### config.mk
export PLATFORM = sky130hd
export DESIGN_NAME = boron_dec_core_flat
export DESIGN_NICKNAME = d
export VERILOG_FILES = /design/src/rtl/boron_pkg.sv /design/src/rtl/boron_dec_core_if.sv /design/src/rtl/boron_dec_round.sv /design/src/rtl/boron_dec_core.sv /design/src/flat_wrapper.sv
export SDC_FILE = /design/constraint.sdc
export NUM_CORES = 1
export LEC_CHECK = 0
export CAP_MARGIN = 40
export CORE_UTILIZATION = 54
export DETAILED_ROUTE_END_ITERATION = 16
export GPL_ROUTABILITY_DRIVEN = 1
export PLACE_DENSITY = 0.9
export SLEW_MARGIN = 20
export SYNTH_ARGS = -nofsm -noshare
export SYNTH_HDL_FRONTEND = slang
export SYNTH_SLANG_ARGS = --single-unit
### constraint.sdc
create_clock -name clk -period 2.9 [get_ports clk]
set_input_delay 0.58 -clock clk [delete_from_list [all_inputs] [get_ports clk]]
set_output_delay 0.58 -clock clk [all_outputs]
set_load 0.05 [all_outputs]
### src/rtl/boron_pkg.sv
// Shared Boron definitions: widths, round constants, FSM encoding and the P-layer/S-box helpers.
package boron_pkg;

    localparam int unsigned BLOCK_W    = 64;
    localparam int unsigned WORD_W     = 16;
    localparam int unsigned NIB_W      = 4;
    localparam int unsigned NIBBLES    = BLOCK_W / NIB_W;
    localparam int unsigned DEF_ROUNDS = 25;
    localparam int unsigned DEF_KIDX_W = 5;

    // Per-word rotate amounts of the P-layer (left for encrypt, right for decrypt)
    localparam int unsigned ROT_W0 = 1;
    localparam int unsigned ROT_W1 = 4;
    localparam int unsigned ROT_W2 = 7;
    localparam int unsigned ROT_W3 = 9;

    typedef logic [BLOCK_W-1:0] block_t;
    typedef logic [WORD_W-1:0]  word_t;
    typedef logic [NIB_W-1:0]   nib_t;

    typedef enum logic [1:0] {
        IDLE = 2'd0,
        RUN  = 2'd1,
        DONE = 2'd2
    } fsm_e;

    // Rotate a 16-bit word left by a nonzero constant amount
    function automatic word_t rotl16(input word_t w, input int unsigned n);
        return word_t'((w << n) | (w >> (WORD_W - n)));
    endfunction

    // Rotate a 16-bit word right by a nonzero constant amount
    function automatic word_t rotr16(input word_t w, input int unsigned n);
        return word_t'((w >> n) | (w << (WORD_W - n)));
    endfunction

    // Decryption S-box (inverse of the Boron encryption S-box)
    function automatic nib_t dec_sbox(input nib_t n);
        nib_t r;
        case (n)
            4'h0:    r = 4'hA;
            4'h1:    r = 4'h3;
            4'h2:    r = 4'h9;
            4'h3:    r = 4'hE;
            4'h4:    r = 4'h1;
            4'h5:    r = 4'hD;
            4'h6:    r = 4'hF;
            4'h7:    r = 4'h4;
            4'h8:    r = 4'hC;
            4'h9:    r = 4'h5;
            4'hA:    r = 4'h7;
            4'hB:    r = 4'h2;
            4'hC:    r = 4'h6;
            4'hD:    r = 4'h8;
            4'hE:    r = 4'h0;
            default: r = 4'hB;
        endcase
        return r;
    endfunction

    // Inverse P-layer: undo the word XOR chain, rotate right, then swap word pairs
    function automatic block_t inv_player(input block_t b);
        word_t w3, w2, w1, w0;
        word_t t3, t2, t1, t0;
        w3 = b[63:48];
        w2 = b[47:32];
        w1 = b[31:16];
        w0 = b[15:0];
        t3 = w3 ^ w2;
        t2 = w2 ^ w1;
        t1 = w1 ^ w0;
        t0 = w0;
        t0 = rotr16(t0, ROT_W0);
        t1 = rotr16(t1, ROT_W1);
        t2 = rotr16(t2, ROT_W2);
        t3 = rotr16(t3, ROT_W3);
        return {t2, t3, t0, t1};
    endfunction

    // Forward P-layer used by the encrypt side: swap word pairs, rotate left, chain XOR upward
    function automatic block_t player(input block_t b);
        word_t s3, s2, s1, s0;
        s3 = b[47:32];
        s2 = b[63:48];
        s1 = b[15:0];
        s0 = b[31:16];
        s0 = rotl16(s0, ROT_W0);
        s1 = rotl16(s1, ROT_W1);
        s2 = rotl16(s2, ROT_W2);
        s3 = rotl16(s3, ROT_W3);
        s1 = s1 ^ s0;
        s2 = s2 ^ s1;
        s3 = s3 ^ s2;
        return {s3, s2, s1, s0};
    endfunction

endpackage

### src/rtl/boron_dec_core_if.sv
// Stream and key-store signals of the Boron decryption engine.
interface boron_dec_core_if
    import boron_pkg::*;
#(
    parameter int unsigned KIDX_W = DEF_KIDX_W
);

    block_t              ct_i;
    logic                in_valid;
    logic                in_ready;
    logic [KIDX_W-1:0]   rk_idx;
    block_t              rk_i;
    block_t              pt_o;
    logic                out_valid;
    logic                out_ready;
    logic                busy;

    // Engine side
    modport slave (
        input  ct_i,
        input  in_valid,
        output in_ready,
        output rk_idx,
        input  rk_i,
        output pt_o,
        output out_valid,
        input  out_ready,
        output busy
    );

    // Source / sink / key-store side
    modport master (
        output ct_i,
        output in_valid,
        input  in_ready,
        input  rk_idx,
        output rk_i,
        input  pt_o,
        input  out_valid,
        output out_ready,
        input  busy
    );

endinterface

### src/rtl/boron_dec_round.sv
// One Boron decryption round: inverse P-layer, 16 inverse S-boxes, round-key XOR.
module boron_dec_round
    import boron_pkg::*;
(
    input  block_t i_state,
    input  block_t i_rk,
    output block_t o_state_c
);

    block_t w_perm;
    block_t w_sub;

    // Word-level permutation first
    assign w_perm = inv_player(i_state);

    // Sixteen parallel nibble substitutions
    for (genvar g = 0; g < NIBBLES; g++) begin : g_sbox
        assign w_sub[NIB_W*g +: NIB_W] = dec_sbox(w_perm[NIB_W*g +: NIB_W]);
    end

    // Key whitening closes the round
    assign o_state_c = w_sub ^ i_rk;

endmodule

### src/rtl/boron_dec_core.sv
// Iterative Boron decryption engine: one 64-bit block, one round per clock.
module boron_dec_core
    import boron_pkg::*;
#(
    parameter int unsigned ROUNDS = DEF_ROUNDS,
    parameter int unsigned KIDX_W = DEF_KIDX_W
) (
    input  logic             clk,
    input  logic             rst_n,
    boron_dec_core_if.slave  bus
);

    localparam logic [KIDX_W-1:0] KIDX_LAST  = KIDX_W'(ROUNDS);
    localparam logic [KIDX_W-1:0] KIDX_FIRST = KIDX_W'(ROUNDS - 1);

    fsm_e               r_fsm;
    block_t             r_state;
    logic [KIDX_W-1:0]  r_ctr;
    logic [KIDX_W-1:0]  r_rk_idx;
    block_t             r_pt;
    logic               r_out_valid;
    logic               r_in_ready;
    logic               r_busy;

    block_t             w_round_c;
    logic               w_last;

    // Datapath for the round the key store is currently serving
    boron_dec_round u_round (
        .i_state   (r_state),
        .i_rk      (bus.rk_i),
        .o_state_c (w_round_c)
    );

    assign w_last = (r_ctr == '0);

    // Sequencer: accept a block, run ROUNDS rounds, hold the result until the sink takes it
    always_ff @(posedge clk or negedge rst_n) begin
        if (!rst_n) begin
            r_fsm       <= IDLE;
            r_state     <= '0;
            r_ctr       <= '0;
            r_rk_idx    <= KIDX_LAST;
            r_pt        <= '0;
            r_out_valid <= 1'b0;
            r_in_ready  <= 1'b1;
            r_busy      <= 1'b0;
        end else begin
            case (r_fsm)
                IDLE: begin
                    if (bus.in_valid) begin
                        // Key K[ROUNDS] is on rk_i while idle: pre-whiten the ciphertext
                        r_state    <= bus.ct_i ^ bus.rk_i;
                        r_ctr      <= KIDX_FIRST;
                        r_rk_idx   <= KIDX_FIRST;
                        r_in_ready <= 1'b0;
                        r_busy     <= 1'b1;
                        r_fsm      <= RUN;
                    end
                end
                RUN: begin
                    r_state <= w_round_c;
                    if (w_last) begin
                        r_pt        <= w_round_c;
                        r_out_valid <= 1'b1;
                        r_rk_idx    <= '0;
                        r_fsm       <= DONE;
                    end else begin
                        r_ctr    <= r_ctr - 1'b1;
                        r_rk_idx <= r_ctr - 1'b1;
                    end
                end
                DONE: begin
                    if (bus.out_ready) begin
                        r_out_valid <= 1'b0;
                        r_in_ready  <= 1'b1;
                        r_busy      <= 1'b0;
                        r_rk_idx    <= KIDX_LAST;
                        r_fsm       <= IDLE;
                    end
                end
                default: begin
                    r_fsm <= IDLE;
                end
            endcase
        end
    end

    // Registered outputs onto the bus
    assign bus.in_ready  = r_in_ready;
    assign bus.rk_idx    = r_rk_idx;
    assign bus.pt_o      = r_pt;
    assign bus.out_valid = r_out_valid;
    assign bus.busy      = r_busy;

endmodule
### src/flat_wrapper.sv
// flat-port wrapper written by rule: the top's interface ports become plain ports
module boron_dec_core_flat import boron_pkg::*;
#(
    parameter int unsigned ROUNDS = DEF_ROUNDS,
    parameter int unsigned KIDX_W = DEF_KIDX_W
)
  (clk, rst_n, bus_ct_i, bus_in_valid, bus_in_ready, bus_rk_idx, bus_rk_i, bus_pt_o, bus_out_valid, bus_out_ready, bus_busy);
  boron_dec_core_if #(.KIDX_W(KIDX_W)) bus_i ();
  input  logic clk;
  input  logic rst_n;
  input wire logic [$bits(bus_i.ct_i)-1:0] bus_ct_i;
  input wire logic [$bits(bus_i.in_valid)-1:0] bus_in_valid;
  output wire logic [$bits(bus_i.in_ready)-1:0] bus_in_ready;
  output wire logic [$bits(bus_i.rk_idx)-1:0] bus_rk_idx;
  input wire logic [$bits(bus_i.rk_i)-1:0] bus_rk_i;
  output wire logic [$bits(bus_i.pt_o)-1:0] bus_pt_o;
  output wire logic [$bits(bus_i.out_valid)-1:0] bus_out_valid;
  input wire logic [$bits(bus_i.out_ready)-1:0] bus_out_ready;
  output wire logic [$bits(bus_i.busy)-1:0] bus_busy;
  assign bus_i.ct_i = bus_ct_i;
  assign bus_i.in_valid = bus_in_valid;
  assign bus_in_ready = bus_i.in_ready;
  assign bus_rk_idx = bus_i.rk_idx;
  assign bus_i.rk_i = bus_rk_i;
  assign bus_pt_o = bus_i.pt_o;
  assign bus_out_valid = bus_i.out_valid;
  assign bus_i.out_ready = bus_out_ready;
  assign bus_busy = bus_i.busy;
  boron_dec_core #(.ROUNDS(ROUNDS), .KIDX_W(KIDX_W)) u_core (.clk(clk), .rst_n(rst_n), .bus(bus_i));
endmodule
* Word-level counts from Yosys, hierarchy flattened *
Memories as Yosys holds them, arrays and structs flattened.
Cells that the tools add are included.

storage, ports and cells
  register bits after elaboration = 143
  memories = 16
  memory bits (read-only) = 1024
  output and inout bits = 72
  logic and storage cells = 73

memory list
  memory            depth  bits a word  rd ports  clocked after Yosys merged registers in  wr ports  line             source
  (name not given)  16     4            1         0                                        0         boron_pkg.sv:40  case (n)
  (name not given)  16     4            1         0                                        0         boron_pkg.sv:40
  (name not given)  16     4            1         0                                        0         boron_pkg.sv:40
  (name not given)  16     4            1         0                                        0         boron_pkg.sv:40
  (name not given)  16     4            1         0                                        0         boron_pkg.sv:40
  (name not given)  16     4            1         0                                        0         boron_pkg.sv:40
  +10 memories      n/a    n/a          n/a       n/a                                      n/a       n/a

cells by class
  $add $sub $neg = 1
  eq/ne operators = 6
  reduce and logical (&&, ||, !) cells = 13
  multiplexer cells = 20
  bitwise operators = 9

operators by type and width
  cell                                                                   count
  64-bit case mux with 2 select lines                                    1
  64-bit XOR                                                             2
  64-bit 2-to-1 mux                                                      1
  16-bit XOR                                                             3
  5-bit 2-to-1 mux                                                       4
  12-bit by 16-bit OR with 16-bit output                                 1
  15-bit by 16-bit OR with 16-bit output                                 1
  7-bit by 16-bit OR with 16-bit output                                  1
  9-bit by 16-bit OR with 16-bit output                                  1
  5-bit case mux with 3 select lines                                     1
  3-bit AND reduction                                                    5
  5-bit case mux with 2 select lines                                     1
  2-bit 2-to-1 mux                                                       3
  2-bit != test, second input constant                                   3
  1-bit case mux with 2 select lines                                     3
  2-bit case mux with 3 select lines                                     1
  2-bit nonzero test                                                     3
  5-bit logical NOT                                                      1
  1-bit 2-to-1 mux                                                       5
  5-bit by 1-bit subtractor with 5-bit output, second input constant     1
  2-bit AND reduction                                                    2
  3-bit nonzero test                                                     1
  2-bit by 1-bit equality test with 1-bit output, second input constant  1
  2-bit equality test, second input constant                             1
  other kinds (2)                                                        2

* Logic depth before layout (Yosys ltp) *
Gate-level depths: netlist (run 1).
An unclocked memory read counts as a cell.

  depth after elaboration = 5
  mapped depth = 11
  depth with buffers taken out = 8

* Modules after synthesis *
From an unflattened synthesis (run 1), not the netlist that was laid out.

unflattened totals
  cells, all modules = 1061
  area, all modules = 10486.3 um^2

by module, submodules not included
  module           cells an instance  times used  area an instance (um^2)
  boron_dec_core   556                1           6683.9
  boron_dec_round  505                1           3802.4

* Worst setup path before layout (run 1) *
Ideal clock, no wire load.

  path type = reg2reg
  start = reg u_core.r_fsm[0]
  end = reg u_core.r_state[38]
  arrival time = 1.973 ns
  path buffers = 2
  path slack = 0.796 ns
  stages on the path, launching flop included = 10
  clock period less this slack = 2.104 ns
  cells stage by stage = dfrtp_1 -> inv_1 -> ha_1 -> nor2b_1 -> buf_2 -> nor2_1 -> buf_2 -> and4_1 -> a211o_1 -> or3b_1

on the way
  word-level cells in the longest chain between the ends = 3
  elaborated cells between the ends (all ways) = 6

ends and longest elaborated chain
  what                                                                                 line                  source
  start: declaration                                                                   boron_dec_core.sv:16  fsm_e r_fsm;
  start signal: assignment                                                             boron_dec_core.sv:40  r_fsm <= IDLE;
  start signal: assignment                                                             boron_dec_core.sv:58  r_fsm <= RUN;
  start signal: assignment                                                             boron_dec_core.sv:67  r_fsm <= DONE;
  2-bit by 1-bit equality test with 1-bit output or 2-bit logical NOT (tied branches)  boron_dec_core.sv:49  case (r_fsm)
  2-bit nonzero test (no line) or 2-bit != test (tied branches)                        n/a
  2-bit AND reduction (no line)                                                        n/a
  end signal: assignment                                                               boron_dec_core.sv:53  r_state <= bus.ct_i ^ bus.rk_i;
  end signal: assignment                                                               boron_dec_core.sv:62  r_state <= w_round_c;
  end: declaration                                                                     boron_dec_core.sv:17  block_t r_state;

Several ways; a longest one is shown, not always the timed one.
A chain may end at the register's enable or synchronous reset.

* Worst setup path in the final report (run 1) *
  start = reg u_core.r_state[10]
  end = reg u_core.r_state[25]

on the way
  word-level cells in the longest chain between the ends = 4

ends and longest elaborated chain
  what                                    line                   source
  15-bit by 16-bit OR with 16-bit output  boron_pkg.sv:34        return word_t'((w >> n) | (w << (WORD_W - n)));
  memory read 16 x 4 bit                  n/a
  64-bit XOR                              boron_dec_round.sv:22  assign o_state_c = w_sub ^ i_rk;
  64-bit case mux with 2 select lines     boron_dec_core.sv:49

Every way passes these cells.

==> results of run 1 <==
## registers in the layout (all words and copies together), names as in the netlist
signal and flops:
u_core.bus.in_ready 1, u_core.r_fsm 2, u_core.r_state 64, u_core.r_ctr 5, u_core.bus.busy 1, u_core.bus.out_valid 1
u_core.bus.pt_o 64, u_core.bus.rk_idx 5
## cells by family (layout without fill, tap and decap cells)
kind of cell	count (synthesis)	in the layout	share of synthesized area, %
AO/OA/AOI/OAI	317	317	18.9
XOR/XNOR	150	150	13.2
adder cells (fa/ha/maj)	53	53	5.92
buffers and inverters	132	331	4.83
flip-flops	143	143	32.7
multiplexers	53	53	6.22
AND/OR/NAND/NOR	408	408	18.2
## synth_stat cells, types with 8 or more instances
cell / instances / area [um2]
mux4_2: 12 / 270
o2111ai_1: 15 / 131
mux2i_1: 40 / 400
clkbuf_1: 31 / 116
o211ai_1: 11 / 82.6
a21oi_1: 34 / 170
o221ai_1: 9 / 78.8
nor3_1: 31 / 155
ha_1: 47 / 588
nand2b_1: 9 / 56.3
o21ai_0: 104 / 521
a311oi_1: 9 / 78.8
dfrtp_1: 139 / 3480
a31oi_1: 29 / 181
nor4_1: 9 / 56.3
or3b_1: 12 / 105
nor2_1: 86 / 323
and4_1: 9 / 78.8
xnor2_2: 9 / 146
inv_1: 63 / 236
nand2_1: 137 / 514
xnor2_1: 79 / 692
xor2_1: 55 / 482
buf_1: 11 / 41.3
buf_2: 27 / 135
nand4_1: 11 / 68.8
or3_1: 22 / 138
nand3_1: 44 / 220
nor4b_1: 8 / 70.1
a211oi_1: 15 / 113
and3_1: 8 / 50.1
a211o_1: 24 / 210
o22ai_1: 31 / 194
## per-stage QoR
step,utilization (%),worst slack (ns),hold WS [ns],cells
after global placement,67.9,0.428,0.448,1688
after detailed placement,67.9,0.364,0.463,1688
after CTS,71.4,0.386,0.101,1720
after floorplan,-,0.796,0.284,1256
final,71.4,0.238,0.0804,1720
after global routing,71.4,0.135,0.122,1720
## cell type report
| class | instances | area, um2 |
|---|---|---|
| Clock buffer | 22 | 464 |
| Multi-Input combinational cell | 981 | 6880 |
| Fill cell | 1408 | 5630 |
| Timing Repair Buffer | 236 | 2320 |
| Sequential cell | 143 | 3580 |
| Clock inverter | 10 | 208 |
| Tap cell | 265 | 332 |
| Inverter | 63 | 236 |
## worst min-delay path by stage
stage,start,depth (start not counted),to,slack [ns]
6_report,rst_n,1,u_core.r_ctr[4]$_DFFE_PN0P_,0.08
3_3_place_gp,u_core.bus.pt_o[29]$_DFFE_PN0P_,2,u_core.bus.pt_o[29]$_DFFE_PN0P_,0.45
5_1_grt,rst_n,1,u_core.bus.out_valid$_DFFE_PN0P_,0.12
3_5_place_dp,u_core.bus.pt_o[29]$_DFFE_PN0P_,2,u_core.bus.pt_o[29]$_DFFE_PN0P_,0.46
4_1_cts,rst_n,1,u_core.bus.pt_o[45]$_DFFE_PN0P_,0.10
2_1_floorplan,rst_n,0,u_core.bus.busy$_DFFE_PN0P_,0.28
## layer usage
layer | track usage [%] | vias to the layer above | routed length [um] | part of all wire (%)
li1 | - | 4927 | - | -
met1 | 43.9 | 5273 | 13400 | 39
met2 | 53.1 | 723 | 15900 | 46
met3 | 7.38 | 141 | 3770 | 11
met4 | 18.3 | 0 | 1710 | 4.9
met5 | 0 | - | 0 | 0
==> run_results.csv, run 1 <==
group,metric,value,unit
critical_path,cp_common_cell,"inv_1",
layout,diodes,0,
yosys,ys.flop_type,"dfrtp_1",
global_routing,antenna_found_initial,0,
timing,max_freq,376,MHz
timing,tns,0,ns
yosys,yosysSeqAreaShare,32.7,%
routing,dr.pass1.iters,6,
yosys,synth_edf_count,0,
timing,rsz0062_at_grt,"no",
yosys,synth_area,11000,um2
timing,maxSlewHeadroom,50.4,%
yosys,syn_nets,1435,
cts,post_cts_resized,0,
cts,clk_path_buf_depth,2,
yosys,post_synth_num_cell_types,56,
floorplan,core_area,19700,um2
critical_path,end_kind,"flop",
global_routing,grt_overflow,0,
global_routing,grtUsageTotal,34.0,%
run_status,status,"finished clean",
yosys,syn_area_per_cell,8.72,um2
timing,tightestPinTransition,0.741,ns
critical_path,slowest_stage,"dfrtp_1",
placed_design,gp_congestion,0.941,
layout,fin_area,14000,um2
yosys,ys.warnings.count,0,
critical_path,path_buf_inv,2,
cts,postCtsSetupRepairBufs,0,
critical_path,path_delay_family,"multiplexers",
cts,cts_root_buffer,"clkbuf_16",
routing,route.detailed.wl_per_inst,20.3,um
critical_path,r2r_slack,0.24,ns
layout,nNetsFinal,1621,
layout,area_delta_synth_final,28.0,%
placed_design,place_area,13400,um2
critical_path,cp_max_fo,9,
timing,finalHoldViolCount,0,
timing,setup_viol,0,
critical_path,critPathLaunch,"u_core.r_state[10]$_DFFE_PN0P_",
yosys,syn_inst,1256,
routing,drtIter0Drc,1284,
routing,wl,34800,um
timing,period_share,91.8,%
cts,clkTransAtPathRegs,0.06,ns
timing,slew_viol_final,0,
yosys,ys_ff_latch,143,
cts,clock_latency,0.44,ns
floorplan,pin_count,204,
critical_path,cp.arrival,2.95,ns
routing,vias,11100,
cts,cts_buffers,17,
critical_path,crit_path_start_kind,"flop",
floorplan,die_x,144,um
cts,cts-hold-fix-buffers,0,
critical_path,crit_end,"u_core.r_state[25]$_DFFE_PN0P_",
floorplan,start_util,55.7,%
cts,cts-htree-levels,4,
min_path,worstHoldPathType,"input port to async pin",
placed_design,io_buffers,203,
routing,drc,0,
floorplan,die_y,144,um
cts,cts_tree,"yes",
routing,ant_nets,0,
global_routing,grt_pass1_wl,54000,um
timing,fin_crit,2.66,ns
timing,clock_skew,0.00818,ns
placed_design,dp_hpwl,24700,um
critical_path,cp.required,3.19,ns
routing,vias_per_cell,6.43,
critical_path,r2r-end,"u_core.r_state[25]$_DFFE_PN0P_",
run,cap_violations,0,
critical_path,cp_num_cells,7,
global_routing,grt_pass1_vias,10400,
layout,most-common-layout-cells,"202 x clkdlybuf4s50_1, 139 x dfrtp_1, 136 x nand2_1",
critical_path,reg2reg_from,"u_core.r_state[10]$_DFFE_PN0P_",
global_routing,grt_max_degree,84,
yosys,synthArstFlopShare,100,%
critical_path,reg2reg_depth,7,
critical_path,crit_chain,"inv_1 -> ha_1 -> inv_1 -> mux4_2 -> mux2i_1 -> xor2_1 -> o21ai_0",
critical_path,critPathKind,"flop to flop",
layout,drive_gt1_share,8.04,%
cts,numClockSinks,143,
layout,mostFrequentLayoutCell,"clkdlybuf4s50_1",
floorplan,die-area,20900,um2
floorplan,rows,51,
critical_path,slowest_delay,0.61,ns
Power of run 1 is not shown: default switching activity piles up to over one toggle a cycle in this logic, so the estimate is an artifact.
==> run 2: changes to the inputs <==
--- a/config.mk
+++ b/config.mk
@@ -6,11 +6,10 @@
 export NUM_CORES = 1
 export LEC_CHECK = 0
 export CAP_MARGIN = 40
-export CORE_UTILIZATION = 54
+export CORE_UTILIZATION = 45
 export DETAILED_ROUTE_END_ITERATION = 16
 export GPL_ROUTABILITY_DRIVEN = 1
-export PLACE_DENSITY = 0.9
-export SLEW_MARGIN = 20
+export PLACE_DENSITY = 0.78
 export SYNTH_ARGS = -nofsm -noshare
 export SYNTH_HDL_FRONTEND = slang
 export SYNTH_SLANG_ARGS = --single-unit
==> run_results.csv, run 2 (synthesized netlist as in run 1, its figures left out) <==
group,metric,value,unit
min_path,worstHoldPathType,"input port to async pin",
global_routing,grt_max_degree,71,
placed_design,dp_hpwl,24700,um
cts,numClockSinks,143,
critical_path,cp_common_cell,"nand3_1",
critical_path,reg2reg_from,"u_core.r_fsm[0]$_DFFE_PN0P_",
cts,cts_buffers,17,
global_routing,antenna_found_initial,0,
critical_path,cp.arrival,2.85,ns
routing,drc,0,
layout,area_delta_synth_final,27.8,%
layout,drive_gt1_share,8.05,%
timing,tightestPinTransition,0.706,ns
floorplan,die_y,158,um
critical_path,end_kind,"flop",
cts,clkTransAtPathRegs,0.07,ns
critical_path,cp.required,3.27,ns
routing,ant_nets,0,
critical_path,r2r-end,"u_core.r_state[45]$_DFFE_PN0P_",
global_routing,grtUsageTotal,27.3,%
cts,cts_tree,"yes",
run_status,status,"finished clean",
timing,fin_crit,2.48,ns
critical_path,reg2reg_depth,8,
global_routing,grt_overflow,0,
routing,route.detailed.wl_per_inst,19.0,um
cts,cts-htree-levels,4,
layout,most-common-layout-cells,"202 x clkdlybuf4s50_1, 139 x dfrtp_1, 136 x nand2_1",
routing,dr.pass1.iters,6,
floorplan,die_x,158,um
timing,finalHoldViolCount,0,
routing,vias,10500,
critical_path,r2r_slack,0.42,ns
cts,clk_path_buf_depth,2,
cts,post_cts_resized,0,
timing,rsz0062_at_grt,"no",
timing,period_share,85.4,%
critical_path,critPathKind,"flop to flop",
layout,nNetsFinal,1619,
critical_path,crit_path_start_kind,"flop",
critical_path,crit_chain,"inv_1 -> ha_1 -> nor2b_1 -> nor2_4 -> buf_4 -> nand3_1 -> a31o_2 -> nand3_1",
cts,cts-hold-fix-buffers,0,
run,cap_violations,0,
global_routing,grt_pass1_wl,52200,um
floorplan,start_util,46.3,%
floorplan,rows,56,
routing,drtIter0Drc,990,
global_routing,grt_pass1_vias,9814,
timing,setup_viol,0,
timing,max_freq,404,MHz
cts,postCtsSetupRepairBufs,0,
layout,diodes,0,
cts,cts_root_buffer,"clkbuf_16",
critical_path,cp_max_fo,28,
placed_design,gp_congestion,0.922,
timing,slew_viol_final,0,
timing,tns,0,ns
routing,wl,33600,um
floorplan,core_area,23700,um2
timing,clock_skew,0.0121,ns
critical_path,slowest_delay,0.51,ns
routing,vias_per_cell,5.93,
timing,maxSlewHeadroom,52.8,%
floorplan,pin_count,204,
critical_path,slowest_stage,"nor2_4",
floorplan,die-area,25000,um2
layout,mostFrequentLayoutCell,"clkdlybuf4s50_1",
cts,clock_latency,0.44,ns
placed_design,io_buffers,203,
-- run 2: layout make-up --
cell class                 instances  area [um2]
fill                            2076        9680
multi-input combinational        981        6880
sequential                       143        3580
timing repair buffer             234        2300
clock buffer                      19         443
tap                              319         399
inverter                          63         236
clock inverter                    13         154
-- run 2: worst max-delay path: cells and delay by family, from the launching register on --
kind,cells,cell delay [ns]
adder cells (fa/ha/maj),1,0.31
flip-flops,1,0.43
AO/OA/AOI/OAI,1,0.22
buffers and inverters,2,0.53
AND/OR/NAND/NOR,4,0.91
-- run 2: metrics by stage --
stage	instance area, um2	setup slack, ns	utilization [%]	std cells	hold WS [ns]
after CTS	14000	0.464	59.1	1772	0.0502
final	14000	0.423	59.1	1772	0.0406
after global placement	13400	0.329	56.6	1740	0.451
after detailed placement	13400	0.300	56.6	1740	0.458
after floorplan	11000	0.796	-	1256	0.284
after global routing	14000	0.221	59.1	1772	0.0572
-- run 2: routing by layer --
layer  share of wire (%)  track usage [%]  vias up  routed length (um)
li1                    -                -     4925                   -
met1                  43             36.3     5039               14400
met2                  45             43.3      478               15200
met3                 8.4             5.83       69                2840
met4                 3.3             10.6        0                1090
met5                   0                0        -                   0
-- run 2: worst max path at each step --
stage                                     start                              to  slack [ns]
detailed placement                 bus_in_valid  u_core.r_state[45]$_DFFE_PN0P_        0.30
finish              u_core.r_fsm[0]$_DFFE_PN0P_  u_core.r_state[45]$_DFFE_PN0P_        0.42
floorplan           u_core.r_fsm[0]$_DFFE_PN0P_  u_core.r_state[38]$_DFFE_PN0P_        0.80
CTS                 u_core.r_fsm[0]$_DFFE_PN0P_  u_core.r_state[41]$_DFFE_PN0P_        0.46
global placement                   bus_in_valid  u_core.r_state[45]$_DFFE_PN0P_        0.33
global route        u_core.r_fsm[0]$_DFFE_PN0P_  u_core.r_state[42]$_DFFE_PN0P_        0.22
Power of run 2 is left out for the same reason.
==> run 3: changes to the inputs <==
--- a/config.mk
+++ b/config.mk
@@ -5,6 +5,7 @@
 export SDC_FILE = /design/constraint.sdc
 export NUM_CORES = 1
 export LEC_CHECK = 0
+export ABC_AREA = 0
 export CAP_MARGIN = 40
 export CORE_UTILIZATION = 45
 export DETAILED_ROUTE_END_ITERATION = 16
==> constraint.sdc (replaced) <==
create_clock -name clk -period 3.1 [get_ports clk]
set_input_delay 0.62 -clock clk [delete_from_list [all_inputs] [get_ports clk]]
set_output_delay 0.62 -clock clk [all_outputs]
set_load 0.05 [all_outputs]
==> run_results.csv, run 3 (synthesized netlist as in run 1, its figures left out) <==
group,metric,value,unit
layout,stdcell_count,1766,
placed_design,place_ws,0.492,ns
cts,cts_root_buffer,"clkbuf_16",
routing,top_layer,"met5",
placed_design,dp_hpwl,24900,um
layout,diodes,0,
routing,drtIter0Drc,1032,
timing,maxSlewHeadroom,44.0,%
timing,max_freq,393,MHz
global_routing,grtUsageTotal,27.5,%
cts,post_cts_resized,0,
layout,fin_util,59.1,%
cts,cts-htree-levels,4,
critical_path,slowest_stage,"xnor2_1",
layout,fillers,2044,
floorplan,die_x,158,um
floorplan,start_util,46.3,%
timing,slew_viol_final,0,
critical_path,cp_max_fo,7,
placed_design,dp.cells,1734,
routing,vias,10400,
cts,cts-hold-fix-buffers,0,
cts,clkTransAtPathRegs,0.06,ns
cts,cts_buffers,17,
layout,nNetsFinal,1613,
routing,wl_met1,14300,um
critical_path,crit_path_start_kind,"flop",
global_routing,grt_pass1_wl,52500,um
timing,tightestPinTransition,0.839,ns
routing,met3_length,2950,um
global_routing,antenna_found_initial,1,
layout,drive_gt1_share,7.67,%
critical_path,critPathKind,"flop to flop",
timing,setup_ws,0.558,ns
placed_design,gp_congestion,0.916,
floorplan,pin_count,204,
timing,finalHoldViolCount,0,
timing,fin_crit,2.54,ns
critical_path,crit_chain,"xnor2_1 -> inv_1 -> ha_1 -> mux2i_1 -> mux2i_1 -> xnor2_1 -> o21ai_0",
cts,cts_tree,"yes",
critical_path,slowest_delay,0.55,ns
timing,clock_skew,0.00866,ns
layout,mostFrequentLayoutCell,"clkdlybuf4s50_1",
run_status,status,"finished clean",
cts,numClockSinks,143,
routing,drc,0,
timing,tns,0,ns
routing,wl,33500,um
timing,rsz0062_at_grt,"no",
critical_path,cp.arrival,2.85,ns
global_routing,grt_max_degree,74,
critical_path,r2r-end,"u_core.bus.pt_o[39]$_DFFE_PN0P_",
global_routing,grt_overflow,0,
floorplan,rows,56,
critical_path,end_kind,"flop",
cts,postCtsSetupRepairBufs,0,
critical_path,cp.required,3.41,ns
cts,clock_latency,0.44,ns
routing,vias_per_cell,5.89,
critical_path,reg2reg_depth,7,
timing,setup_viol,0,
routing,route.detailed.wl_per_inst,19.0,um
floorplan,die_y,158,um
layout,most-common-layout-cells,"202 x clkdlybuf4s50_1, 139 x dfrtp_1, 136 x nand2_1",
timing,period_share,82.0,%
floorplan,core_area,23700,um2
run,cap_violations,0,
routing,dr.pass1.iters,5,
global_routing,grt_pass1_vias,9926,
layout,multi_input_area,6880,um2
placed_design,io_buffers,203,
min_path,worstHoldPathType,"input port to async pin",
floorplan,die-area,25000,um2
layout,regArea,3580,um2
routing,dr_wl_met2,15300,um
cts,clk_path_buf_depth,2,
critical_path,r2r_slack,0.56,ns
routing,ant_nets,0,
layout,area_delta_synth_final,27.7,%
critical_path,reg2reg_from,"u_core.r_state[46]$_DFFE_PN0P_",
[run 3: cell count changes in the layout (fill, tap and decap cells not counted), sizes merged]
cell / before / now
clkinv: 5 / 3
clkinvlp: 2 / 4
bufinv: 2 / 3
inv: 67 / 65
buf: 32 / 26
clkbuf: 19 / 20
[run 3: worst max-delay path by stage]
stage / start / end / depth (start not counted)
floorplan: u_core.r_fsm[0]$_DFFE_PN0P_ / u_core.r_state[38]$_DFFE_PN0P_ / 9
global placement: bus_in_valid / u_core.r_state[45]$_DFFE_PN0P_ / 7
detailed placement: bus_in_valid / u_core.r_state[45]$_DFFE_PN0P_ / 7
CTS: u_core.r_fsm[1]$_DFFE_PN0P_ / u_core.bus.pt_o[41]$_DFFE_PN0P_ / 9
global route: u_core.r_state[46]$_DFFE_PN0P_ / u_core.bus.pt_o[39]$_DFFE_PN0P_ / 7
finish: u_core.r_state[46]$_DFFE_PN0P_ / u_core.bus.pt_o[39]$_DFFE_PN0P_ / 7
[run 3: metal layers]
| layer | global-route usage (%) | vias to the layer above |
|---|---|---|
| li1 | - | 4908 |
| met1 | 37.4 | 4943 |
| met2 | 43.2 | 475 |
| met3 | 5.17 | 71 |
| met4 | 10.6 | 2 |
| met5 | 0 | - |
[run 3: layout make-up]
| class | count | area share [%] |
|---|---|---|
| multi-input cells | 981 | 49.2 |
| flip-flops and latches | 143 | 25.6 |
| repair buffers | 228 | 16.2 |
| clock buffers | 20 | 3.27 |
| well taps | 319 | 2.85 |
| inverters | 63 | 1.69 |
| clock inverters | 12 | 1.12 |
[run 3: critical path: cells and delay by family, from the launching register on]
| family | cells | cell delay, ns |
|---|---|---|
| AOI/OAI and AO/OA | 1 | 0.12 |
| adders and majority gates | 1 | 0.37 |
| DFF | 1 | 0.46 |
| buffers and inverters | 1 | 0.21 |
| muxes | 2 | 0.50 |
| xor gates and xnor gates | 2 | 0.76 |
[run 3: through the flow]
stage | hold WS (ns) | cell area [um2]
after floorplan | 0.324 | 11000
after global placement | 0.452 | 13400
after detailed placement | 0.458 | 13400
after CTS | 0.200 | 14000
after global routing | 0.220 | 14000
final | 0.172 | 14000
Power of run 3 is left out for the same reason.
==> patch 1, RTL diff (config.mk and constraints of run 1) <==
Re-encode `fsm_e` (3 states) as one-hot, 3 bits wide.
--- a/src/rtl/boron_pkg.sv
+++ b/src/rtl/boron_pkg.sv
@@ -20,6 +20,6 @@
 
-    typedef enum logic [1:0] {
-        IDLE = 2'd0,
-        RUN  = 2'd1,
-        DONE = 2'd2
+    typedef enum logic [2:0] {
+        IDLE = 3'b001,
+        RUN  = 3'b010,
+        DONE = 3'b100
     } fsm_e;
Function: no difference found for any inputs over 10 cycles, from zero or initial values and one cycle with rst_n low; not proved beyond that.
==> patch 1 against run 1 <==
- worst hold slack worse by 42 ps
- non-clock buffer count shrank 2
- first-iteration DRC count shrank 18%
- wire length hardly changed
- worst setup slack improved by 48 ps
- cell area down 0.28%
- global-route usage shrank 0.61 points
- synthesized area grew 0.94%
- sequential share of layout area increased by 0.26 points
- sequential cell count is 1 higher
- count of clock-buffer cells in the layout decreased by 1
==> patch 1: results <==
export IMPL_status="finished, final reports clean"
export IMPL_arrival_ps=2990
export IMPL_worstSetupStartpointType="flip-flop"
export IMPL_cp_max_fo=8
export IMPL_ys_seq_area_share_pct=32.6
export IMPL_worstSkewPairLatency_ps=440
export IMPL_grtUsageTotal_pct=33.4
export IMPL_netlist_top_cells_count="nand2_1, dfrtp_1, o21ai_0"
export IMPL_synthMuxAreaShare_pct=2.95
export IMPL_cts_resized=0
export IMPL_firstDrtPassIters=5
export IMPL_clockBufferDepth=2
export IMPL_drive_gt1_share_pct=6.72
export IMPL_yosysWarnings=0
export IMPL_cp_slowest_stage_delay_ps=590
export IMPL_place_inst=1765
export IMPL_synth_top_area_share_pct=31.5
export IMPL_num_antenna_cells=0
export IMPL_worst_slew_pin_transition_ps=782
export IMPL_max_freq_mhz=383
export IMPL_synth_main_ff_cell="dfrtp_1"
export IMPL_cts_root_buf="clkbuf_16"
export IMPL_crit_path_end="u_core.bus.pt_o[7]$_DFFE_PN0P_"
export IMPL_synthesis_nets=1510
export IMPL_fillers=1438
export IMPL_place_area_um2=13400
export IMPL_hold_path_class="in2async"
export IMPL_synth_distinct_cells=63
export IMPL_area_delta_synth_final_pct=26.5
export IMPL_drt_total_wl_um=34800
export IMPL_synth_compound_area_share_pct=25.0
export IMPL_synthAdderAreaFrac_pct=5.23
export IMPL_fin_nets=1694
export IMPL_place_gp_congestion=0.985
export IMPL_timing_rr_start="u_core.r_state[9]$_DFFE_PN0P_"
export IMPL_overflow=0
export IMPL_drt_iter0_markers=1057
export IMPL_post_cts_buffers=0
export IMPL_numCtsBuffers=17
export IMPL_grt_start_max_net_pins=82
export IMPL_fin_worst_skew_ps=12.1
export IMPL_regToRegSetupSlack_ps=290
export IMPL_preCtsSetupSlack_ps=433
export IMPL_grt_pass1_vias=11100
export IMPL_clkTransAtPathRegs_ps=60
export IMPL_p_leak_nw=5.71
export IMPL_vias=11400
export IMPL_ir_drop_mv=0.665
export IMPL_postSynth_asyncResetShare_pct=100
export IMPL_grt_pass1_wl_um=56800
export IMPL_synth_xor_area_share_pct=9.71
export IMPL_slowest_stage="xnor2_1"
export IMPL_antenna_found_initial=0
export IMPL_cts_max_level=4
export IMPL_reg2regPathDepth=7
export IMPL_yosys_top_cells_area="dfrtp_1, nand2_1, xnor2_1"
export IMPL_netlist_instances=1335
export IMPL_wl_per_cell_um=19.4
export IMPL_hpwl_um=25100
export IMPL_critPathTopFamily="simple AND/OR/NAND/NOR gates"
[patch 1: changes by cell type in the layout (fill, tap and decap cells not counted), moves of 17 or more]
cell	delta
a211o_1	-22
a21oi_1	+45
a31oi_1	-26
mux2i_1	-37
nand2_1	+53
nand3_1	-30
nor3_1	+50
o211ai_1	+19
o21a_1	+17
o221ai_1	+18
o22a_1	+20
o311ai_0	+21
[patch 1: layout make-up]
class / instances / area share (%)
Sequential cell: 144 / 25.8
Timing Repair Buffer: 234 / 16.6
Inverter: 63 / 1.69
Multi-Input combinational cell: 1059 / 49.5
Tap cell: 265 / 2.37
Clock buffer: 21 / 3.22
Clock inverter: 11 / 0.832
[patch 1: worst min path at each step]
stage,from,end,slack (ps),depth (start not counted)
after CTS,rst_n,u_core.r_state[27]$_DFFE_PN0P_,50,1
after global routing,rst_n,u_core.r_state[27]$_DFFE_PN0P_,60,1
final,rst_n,u_core.bus.pt_o[27]$_DFFE_PN0P_,40,1
after floorplan,rst_n,u_core.bus.busy$_DFFE_PN0P_,280,0
after detailed placement,u_core.bus.rk_idx[3]$_DFFE_PN1P_,u_core.bus.rk_idx[3]$_DFFE_PN1P_,460,2
after global placement,u_core.bus.rk_idx[4]$_DFFE_PN1P_,u_core.bus.rk_idx[4]$_DFFE_PN1P_,450,2
[patch 1: layer usage]
layer  up-vias  GRT usage, %  wire length, um
li1       5246             -                -
met1      5424          42.2            13900
met2       624          53.7            16200
met3       118          7.83             3290
met4         0          15.9             1490
met5         -             0                0
[patch 1: where the power goes]
part	switching, mW	leakage (nW)	internal, mW	total, mW
logic	8.16	3.94	5.22	13.4
clock network	0.915	0.273	1.28	2.20
registers	1.16	1.50	2.69	3.85
==> patch 2, RTL diff (settings of run 1) <==
Made on the original files. Make the reset (`rst_n`) synchronous in one clocked block.
--- a/src/rtl/boron_dec_core.sv
+++ b/src/rtl/boron_dec_core.sv
@@ -37,3 +37,3 @@
     // Sequencer: accept a block, run ROUNDS rounds, hold the result until the sink takes it
-    always_ff @(posedge clk or negedge rst_n) begin
+    always_ff @(posedge clk) begin
         if (!rst_n) begin
Behaviour: differs if rst_n is asserted again (counterexample within 4 cycles, from zero or initial values and one cycle with rst_n low); with rst_n held inactive, the same outputs for 10 cycles.
==> patch 2 against run 1 <==
- worst setup slack improved by 150 ps
- non-clock buffer count down 9
- cell area fell by 2.9%
- maximum frequency grew 6.1%
- sequential cell count is the same
- synthesized area shrank 1.8%
- wire length decreased by 1.1%
- largest cell class unchanged
Power is left out: the tool's default activity adds up to more than one toggle a clock period on the data nets, which glitch-free logic cannot reach.
==> patch 2: results <==
export IMPL_status="finished, final reports clean"
export IMPL_slowest_stage="or4b_1"
export IMPL_r2r_end="u_core.bus.pt_o[7]$_SDFFE_PN0P_"
export IMPL_timing_rr_start="u_core.r_ctr[0]$_SDFFE_PN0P_"
export IMPL_postSynth_asyncResetShare_pct=0
export IMPL_place_gp_congestion=0.944
export IMPL_yosys_top_cells_area="dfxtp_1, xnor2_1, ha_1"
export IMPL_cp_max_fo=70
export IMPL_synth_xor_area_share_pct=15.1
export IMPL_fillers=1456
export IMPL_synthMuxAreaShare_pct=7.27
export IMPL_synthesis_nets=1499
export IMPL_netlist_top_cells_count="dfxtp_1, o21ai_0, xnor2_1"
export IMPL_use_met2_pct=56.1
export IMPL_grt_util_met1_pct=38.4
export IMPL_hold_path_class="reg2reg"
export IMPL_regToRegSetupSlack_ps=390
export IMPL_fin_worst_skew_ps=11.2
export IMPL_vias=11200
export IMPL_synthAdderAreaFrac_pct=6.54
export IMPL_ys_seq_area_share_pct=26.6
export IMPL_slew_headroom_pct=52.5
export IMPL_grt_start_max_net_pins=71
export IMPL_hpwl_um=24700
export IMPL_grtUsageTotal_pct=33.7
export IMPL_drt_iter0_markers=1119
export IMPL_synth_top_area_share_pct=26.6
export IMPL_grt_use_met3_pct=7.85
export IMPL_netlist_instances=1318
export IMPL_fin_nets=1660
[patch 2: layout make-up]
type / count / share of cell area [%]
inverter: 59 / 1.63
clock buffer: 22 / 3.41
timing repair buffer: 227 / 16.4
tap: 265 / 2.44
multi-input combinational: 1031 / 53.9
clock inverter: 10 / 1.18
antenna: 1 / 0.0184
sequential: 143 / 21.0
[patch 2: routing by layer]
metal / up-vias / part of all wire, %
li1: 5135 / -
met1: 5247 / 37
met2: 671 / 47
met3: 150 / 10
met4: 0 / 6.6
met5: - / 0
[patch 2: metrics by stage]
step	cell area [um^2]	util (%)	worst slack [ps]	hold WS [ps]	std cells
2_1_floorplan	10800	-	838	468	1318
3_3_place_gp	13000	66.5	534	436	1725
3_5_place_dp	13000	66.5	420	447	1725
4_1_cts	13600	69.7	423	461	1757
5_1_grt	13600	69.7	269	486	1757
6_report	13600	69.7	391	458	1758
